`config.mk`:
```
export PLATFORM = sky130hd
export DESIGN_NAME = mux_arbiter
export DESIGN_NICKNAME = d
export VERILOG_FILES = /design/src/rtl/mux_arb_pkg.sv /design/src/rtl/mux_arb_hold_cnt.sv /design/src/rtl/mux_arbiter.sv
export SDC_FILE = /design/constraint.sdc
export NUM_CORES = 1
export LEC_CHECK = 0
export ABC_CLOCK_PERIOD_IN_PS = 2600
export CAP_MARGIN = 20
export CORE_AREA = 2 2 39 41
export DETAILED_ROUTE_END_ITERATION = 8
export DIE_AREA = 0 0 41 43
export PLACE_DENSITY = 0.76
export REMOVE_ABC_BUFFERS = 1
export SLEW_MARGIN = 20
export SYNTH_ARGS = -nofsm -noshare
export SYNTH_HDL_FRONTEND = slang
export SYNTH_SLANG_ARGS = --single-unit
```
`constraint.sdc`:
```
create_clock -name clk -period 2.6 [get_ports clk]
set_input_delay 0.65 -clock clk [delete_from_list [all_inputs] [get_ports clk]]
set_output_delay 0.65 -clock clk [all_outputs]
set_load 0.01 [all_outputs]
```
`src/rtl/mux_arb_pkg.sv`:
```
// Shared types and defaults for the two-requester mux arbiter.
package mux_arb_pkg;

    localparam int unsigned DefaultW       = 8;
    localparam int unsigned DefaultHoldMax = 4;

    typedef enum logic [1:0] {
        IDLE,
        GNT_A,
        GNT_B
    } arb_state_e;

    typedef enum logic {
        REQ_A,
        REQ_B
    } req_id_e;

endpackage

```
`src/rtl/mux_arb_hold_cnt.sv`:
```
// Saturating hold counter: counts consecutive owned cycles, flags the last allowed one.
module mux_arb_hold_cnt #(
    parameter int unsigned HOLD_MAX = mux_arb_pkg::DefaultHoldMax
) (
    input  logic clk,
    input  logic rst,
    input  logic clr,
    input  logic en,
    output logic at_max
);

    localparam int unsigned CntW = $clog2(HOLD_MAX) + 1;
    localparam logic [CntW-1:0] CntMax = CntW'(HOLD_MAX - 1);

    logic [CntW-1:0] cnt_q, cnt_d;

    always_comb begin
        cnt_d = cnt_q;
        if (clr) begin
            cnt_d = '0;
        end else if (en && (cnt_q != CntMax)) begin
            cnt_d = cnt_q + 1'b1;
        end
    end

    always_ff @(posedge clk or posedge rst) begin
        if (rst) begin
            cnt_q <= '0;
        end else begin
            cnt_q <= cnt_d;
        end
    end

    assign at_max = (cnt_q == CntMax);

endmodule

```
`src/rtl/mux_arbiter.sv`:
```
// Round-robin two-requester mux arbiter with registered grants.
// Define MUX_ARB_TIMEOUT_EN to force a hand-over after HOLD_MAX cycles under contention.
module mux_arbiter
    import mux_arb_pkg::*;
#(
    parameter int unsigned W        = DefaultW,
    parameter int unsigned HOLD_MAX = DefaultHoldMax
) (
    input  logic         clk,
    input  logic         rst,
    input  logic         req_a,
    input  logic         req_b,
    input  logic [W-1:0] a,
    input  logic [W-1:0] b,
    output logic         gnt_a,
    output logic         gnt_b,
    output logic         s,
    output logic [W-1:0] f,
    output logic         v
);

    arb_state_e state_q, state_d;
    req_id_e    last_q, last_d;

`ifdef MUX_ARB_TIMEOUT_EN
    logic at_max;

    mux_arb_hold_cnt #(
        .HOLD_MAX (HOLD_MAX)
    ) u_hold_cnt (
        .clk    (clk),
        .rst    (rst),
        .clr    (state_d != state_q),
        .en     (state_q != IDLE),
        .at_max (at_max)
    );
`endif

    always_comb begin
        state_d = state_q;
        last_d  = last_q;
        unique case (state_q)
            IDLE: begin
                if (req_a && req_b) begin
                    state_d = (last_q == REQ_A) ? GNT_B : GNT_A;
                end else if (req_a) begin
                    state_d = GNT_A;
                end else if (req_b) begin
                    state_d = GNT_B;
                end
            end
            GNT_A: begin
                // Release hands straight to a waiting B, no idle bubble.
                if (!req_a) begin
                    state_d = req_b ? GNT_B : IDLE;
                end
`ifdef MUX_ARB_TIMEOUT_EN
                else if (req_b && at_max) begin
                    state_d = GNT_B;
                end
`endif
            end
            GNT_B: begin
                if (!req_b) begin
                    state_d = req_a ? GNT_A : IDLE;
                end
`ifdef MUX_ARB_TIMEOUT_EN
                else if (req_a && at_max) begin
                    state_d = GNT_A;
                end
`endif
            end
            default: state_d = IDLE;
        endcase

        if (state_d == GNT_A && state_q != GNT_A) begin
            last_d = REQ_A;
        end else if (state_d == GNT_B && state_q != GNT_B) begin
            last_d = REQ_B;
        end
    end

    // last resets to B so A wins the first contention.
    always_ff @(posedge clk or posedge rst) begin
        if (rst) begin
            state_q <= IDLE;
            last_q  <= REQ_B;
        end else begin
            state_q <= state_d;
            last_q  <= last_d;
        end
    end

    always_comb begin
        gnt_a = (state_q == GNT_A);
        gnt_b = (state_q == GNT_B);
        s     = gnt_b;
        v     = gnt_a | gnt_b;
        f     = v ? (s ? b : a) : '0;
    end

endmodule
```
Word-level counts from Yosys, hierarchy flattened
Index checks and enable logic that the tools add are counted.
{"block": "classes", "eq_ne": 6, "n_mux": 13, "n_bitwise": 1, "reduce_logical": 5}
{"op": "2-to-1 mux 8 bit", "count": 2}
{"op": "2-to-1 mux 2 bit", "count": 7}
{"op": "case mux 2 bit (3 select lines)", "count": 1}
{"op": "== test 2 x 1 -> 1 bit, second input constant", "count": 2}
{"op": "== test 2 bit, second input constant", "count": 2}
{"op": "logical AND 1 bit", "count": 3}
{"op": "2-to-1 mux 1 bit", "count": 3}
{"op": "zero test 2 bit", "count": 1}
{"op": "inequality test 2 x 1 -> 1 bit, second input constant", "count": 1}
{"op": "inequality test 2 bit, second input constant", "count": 1}
{"op": "nonzero test 2 bit", "count": 1}
{"op": "OR 1 bit", "count": 1}
{"block": "word_totals", "register_bits": 3, "inputBits": 20, "out_inout_bits": 12, "wordCells": 27}

Logic depth before layout (Yosys ltp)
{"block": "depth", "depth_word": 8, "depth_mapped": 7, "ltp_nobuf": 7}

Worst setup path before layout
Ideal clock, no wire load.
{"block": "synth_path", "path_kind": "reg2out", "from": "register state_q[0]", "to": "output f[0]", "arrival_time_ns": 1.301, "required_time_ns": 1.950, "slack_ns": 0.649, "stages_incl_launch_ff": 6, "path_buffers": 1, "cell_sequence": "dfrtp_1 -> inv_1 -> ha_1 -> buf_2 -> mux2i_1 -> nor2b_1"}
{"block": "synth_via", "elab_chain_len": 3, "word_cells_on_any_way": 5, "cone_classes": "eq/ne (2); mux (2); bitwise (1)"}
{"item": "start, declared", "line": "mux_arbiter.sv:22", "text": "arb_state_e state_q, state_d;"}
{"item": "start signal, assigned", "line": "mux_arbiter.sv:89", "text": "state_q <= state_d;"}
{"item": "== test 2 bit *", "line": "mux_arbiter.sv:96", "text": "gnt_b = (state_q == GNT_B);"}
{"item": "named net gnt_b", "line": "mux_arbiter.sv:16", "text": "output logic gnt_b,"}
{"item": "2-to-1 mux 8 bit / OR 1 bit (equally long branches)", "line": "mux_arbiter.sv:99, mux_arbiter.sv:98"}
{"item": "2-to-1 mux 8 bit *", "line": "mux_arbiter.sv:99", "text": "f = v ? (s ? b : a) : '0;"}
{"item": "end, declared", "line": "mux_arbiter.sv:18", "text": "output logic [W-1:0] f,"}
The timed path passes the listed nets; every way through them passes the cells marked *.

Worst setup path after layout
{"block": "layout_path", "from": "register state_q[1]", "to": "output f[2]"}
{"block": "layout_via", "elab_chain_len": 3, "word_cells_on_any_way": 5, "cone_classes": "eq/ne (2); mux (2); bitwise (1)"}
{"item": "== test 2 bit / == test 2 x 1 -> 1 bit (equally long branches)", "line": "mux_arbiter.sv:96, mux_arbiter.sv:95"}
{"item": "2-to-1 mux 8 bit / OR 1 bit (equally long branches)", "line": "mux_arbiter.sv:99, mux_arbiter.sv:98"}
{"item": "2-to-1 mux 8 bit *", "line": "mux_arbiter.sv:99"}
Mark *: on every way between the ends. The rest lies on a longest branch, timed or not.

==> run_results.csv <==
group,metric,value,unit
timing,fin_tns_setup,0,ns
global_route,grt_max_degree,13,
cells_and_area,diodes,0,
die,num_io_pins,32,
hold_path,hold_path_class,"reg2reg",
synthesis,yosys-top-cells-area,"mux2i_1, dfrtp_1, ha_1",
synthesis,yosysWarnings,0,
die,dieArea,1760,um^2
clocking,clk_latency,0.24,ns
routing,post_drt_wl_per_cell,11.5,um
outcome,status,"completed",
routing,drc_errors,0,
critical_path,critPathKind,"reg2out",
cells_and_area,num-fill-cells,121,
power,pwr-share-seq,0.106,
die,start_util,0.295,
global_route,grt_pass1_vias,500,
critical_path,worstPathRequired,1.95,ns
synthesis,synth_ff_type,"dfrtp_1",
synthesis,synthSimpleGateAreaFrac,0.224,
timing,rsz0062_at_grt,"no",
global_route,grt-ovfl-total,0,
critical_path,worstPathArrival,1.85,ns
clocking,cts_max_level,1,
synthesis,avgSynthCellArea,9.06,um^2
power,p_sw,340,uW
clocking,cts_tree,"done",
routing,wl,1120,um
synthesis,synth-seq-cells,3,
global_route,track_usage,0.164,
timing,worstMarginPinSlew,0.411,ns
clocking,numCtsBuffers,3,
power,clockPowerShare,0.095,
cells_and_area,drive_gt1_frac,0.173,
die,fp.dieH,43,um
clocking,post_cts_buffers,0,
timing,drv_slew,0,
placed_design,dp_hpwl,877,um
routing,avgViaCountPerCell,4.77,
routing,dr.pass1.iters,2,
critical_path,critPathMaxFanout,9,
synthesis,synth-seq-area-share,0.187,
timing,setup_violations,0,
synthesis,synth_cell_type_count,19,
cells_and_area,final_cell_count_no_fill,97,
synthesis,synth_cells,45,
power,p_total,885,uW
critical_path,crit_path_start_kind,"register",
synthesis,synth-edff-count,0,
power,swShare,0.384,
run,cap_violations,0,
die,rows,14,
timing,finClkSkew,0.00817,ns
power,p_int,545,uW
placed_design,portBuffers,31,
routing,detail-route-antenna-nets,0,
routing,initialDrtViolationCount,1,
synthesis,synth_top_family_by_area,"multiplexers",
synthesis,yosys-mux-area-fraction,0.252,
clocking,cts.sinks,3,
placed_design,place.gp.congestion,0.680,
die,coreArea,1380,um^2
placed_design,dp_slack,0.0668,ns
synthesis,yosys.area.top_type_share,0.196,
power,vdd_drop_max,0.000589,V
synthesis,synthTopCellsByCount,"mux2i_1, nor2b_1, ha_1, inv_1, nor2_1",
clocking,cts.root.buffer_cell,"clkbuf_4",
clocking,clk_pin_slew,0.03,ns
power,p_leak,0.335,nW
placed_design,dp_cells,93,
global_route,grt_first_pass_wirelength,1960,um
synthesis,synthAdderAreaFrac,0.123,
cells_and_area,syn2layout_area_growth,96.6,%
timing,hold_viol_final,0,
synthesis,synth_compound_area_frac,0.147,
clocking,clock_path_buffers,2,
timing,setup_slack,0.0993,ns
synthesis,synth_area,408,um^2
cells_and_area,fin_nets,106,
synthesis,synth_top_cell_by_area,"mux2i_1",
global_route,antenna_found_initial,0,
timing,timing.fmax,400,MHz
timing,finalCritPeriodShare,0.962,
die,die_x,41,um
routing,vias,463,
power,combPwrFrac,0.799,
timing,period_needed,2.50,ns
timing,relSlewSlack,0.726,
power,cellPowerDensity,1100,nW/um^2
synthesis,synth_xor_area_frac,0,
synthesis,synthArstFlopShare,1.00,
critical_path,crit_path_end_kind,"primary output",
[cell type report]
cell class	count	area, um^2	share of cell area
Timing Repair Buffer	34	335	0.418
Clock buffer	4	26.3	0.0328
Tap cell	16	20.0	0.0250
Multi-Input combinational cell	36	329	0.410
Inverter	4	15.0	0.0187
Sequential cell	3	76.3	0.0952
[routing by layer]
metal  part of all wire  track usage  wire length, um
met3              0.084       0.0681               94
met5                  0            0                0
met1               0.38        0.180              423
met2               0.52        0.247              583
met4              0.013        0.100               15
[registers in the layout, indices dropped and copies added, names as in the netlist]
register / cells
last_q: 1
state_q: 2
[kinds of logic (layout without fill, tap and decap cells)]
group,count (synthesis),after routing
and+or+nand+nor,15,15
muxes,10,10
AOI/OAI and AO/OA,7,7
buffers and inverters,6,42
adders and majority gates,4,4
DFF,3,3
[worst max-delay path, cell delays in order, from the launching register on]
cell,delay [ns]
dfrtp_1,0.38
buf_4,0.16
inv_1,0.07
ha_4,0.31
nor2b_1,0.15
clkdlybuf4s50_1,0.55
[placed cells by master, fill, tap and decap left out, types with 2 or more instances in the layout]
| cell | Yosys | layout |
|---|---|---|
| mux2_1 | 2 | 2 |
| nor2b_1 | 8 | 8 |
| nor2_1 | 3 | 3 |
| mux2i_1 | 8 | 8 |
| inv_1 | 4 | 3 |
| ha_4 | 0 | 2 |
| buf_4 | 1 | 3 |
| nand2_1 | 2 | 2 |
| clkbuf_4 | 0 | 3 |
| ha_1 | 4 | 2 |
| dfrtp_1 | 2 | 2 |
| o21ai_0 | 2 | 2 |
| clkdlybuf4s50_1 | 0 | 30 |
[worst paths after layout]
| kind | startpoint | end | slack (ns) | cells after the start |
|---|---|---|---|---|
| worst max-delay path | state_q[1] | f[2] | 0.1 | 5 |
| worst min-delay path | last_q | last_q | 0.53 | 1 |
| worst max register to register | state_q[1] | last_q | 0.85 | 8 |
| worst min register to register | last_q | last_q | 0.53 | 1 |
| max in group asynchronous | rst | last_q | 1.81 | 2 |
| min in group asynchronous | rst | state_q[0] | 0.57 | 2 |
[power groups by stage]
stage / Sequential [mW] / Clock [mW] / Combinational, mW
finish: 0.0940 / 0.0840 / 0.707
global route: 0.0986 / 0.0907 / 0.764
CTS: 0.0909 / 0.0881 / 0.677
detailed placement: 0.0911 / 0 / 0.668
global placement: 0.0892 / 0 / 0.665
floorplan: 0.0965 / 0 / 0.350
[timing repair]
| action | in CTS | in global routing |
|---|---|---|
| hold buffers | 0 | 0 |
| setup endpoints to repair | 8 | 8 |
| pin swaps | 0 | 1 |
| gates resized for setup | 1 | 5 |
[metrics by stage]
| stage | hold WS [ns] | util | instance area (um^2) |
|---|---|---|---|
| finish | 0.527 | 0.580 | 802 |
| global route | 0.538 | 0.580 | 802 |
| CTS | 0.534 | 0.561 | 777 |
| detailed placement | 0.529 | 0.541 | 748 |
| global placement | 0.518 | 0.541 | 748 |
| floorplan | 0.403 | - | 395 |
Note: power is estimated with default switching activity, not from simulation.
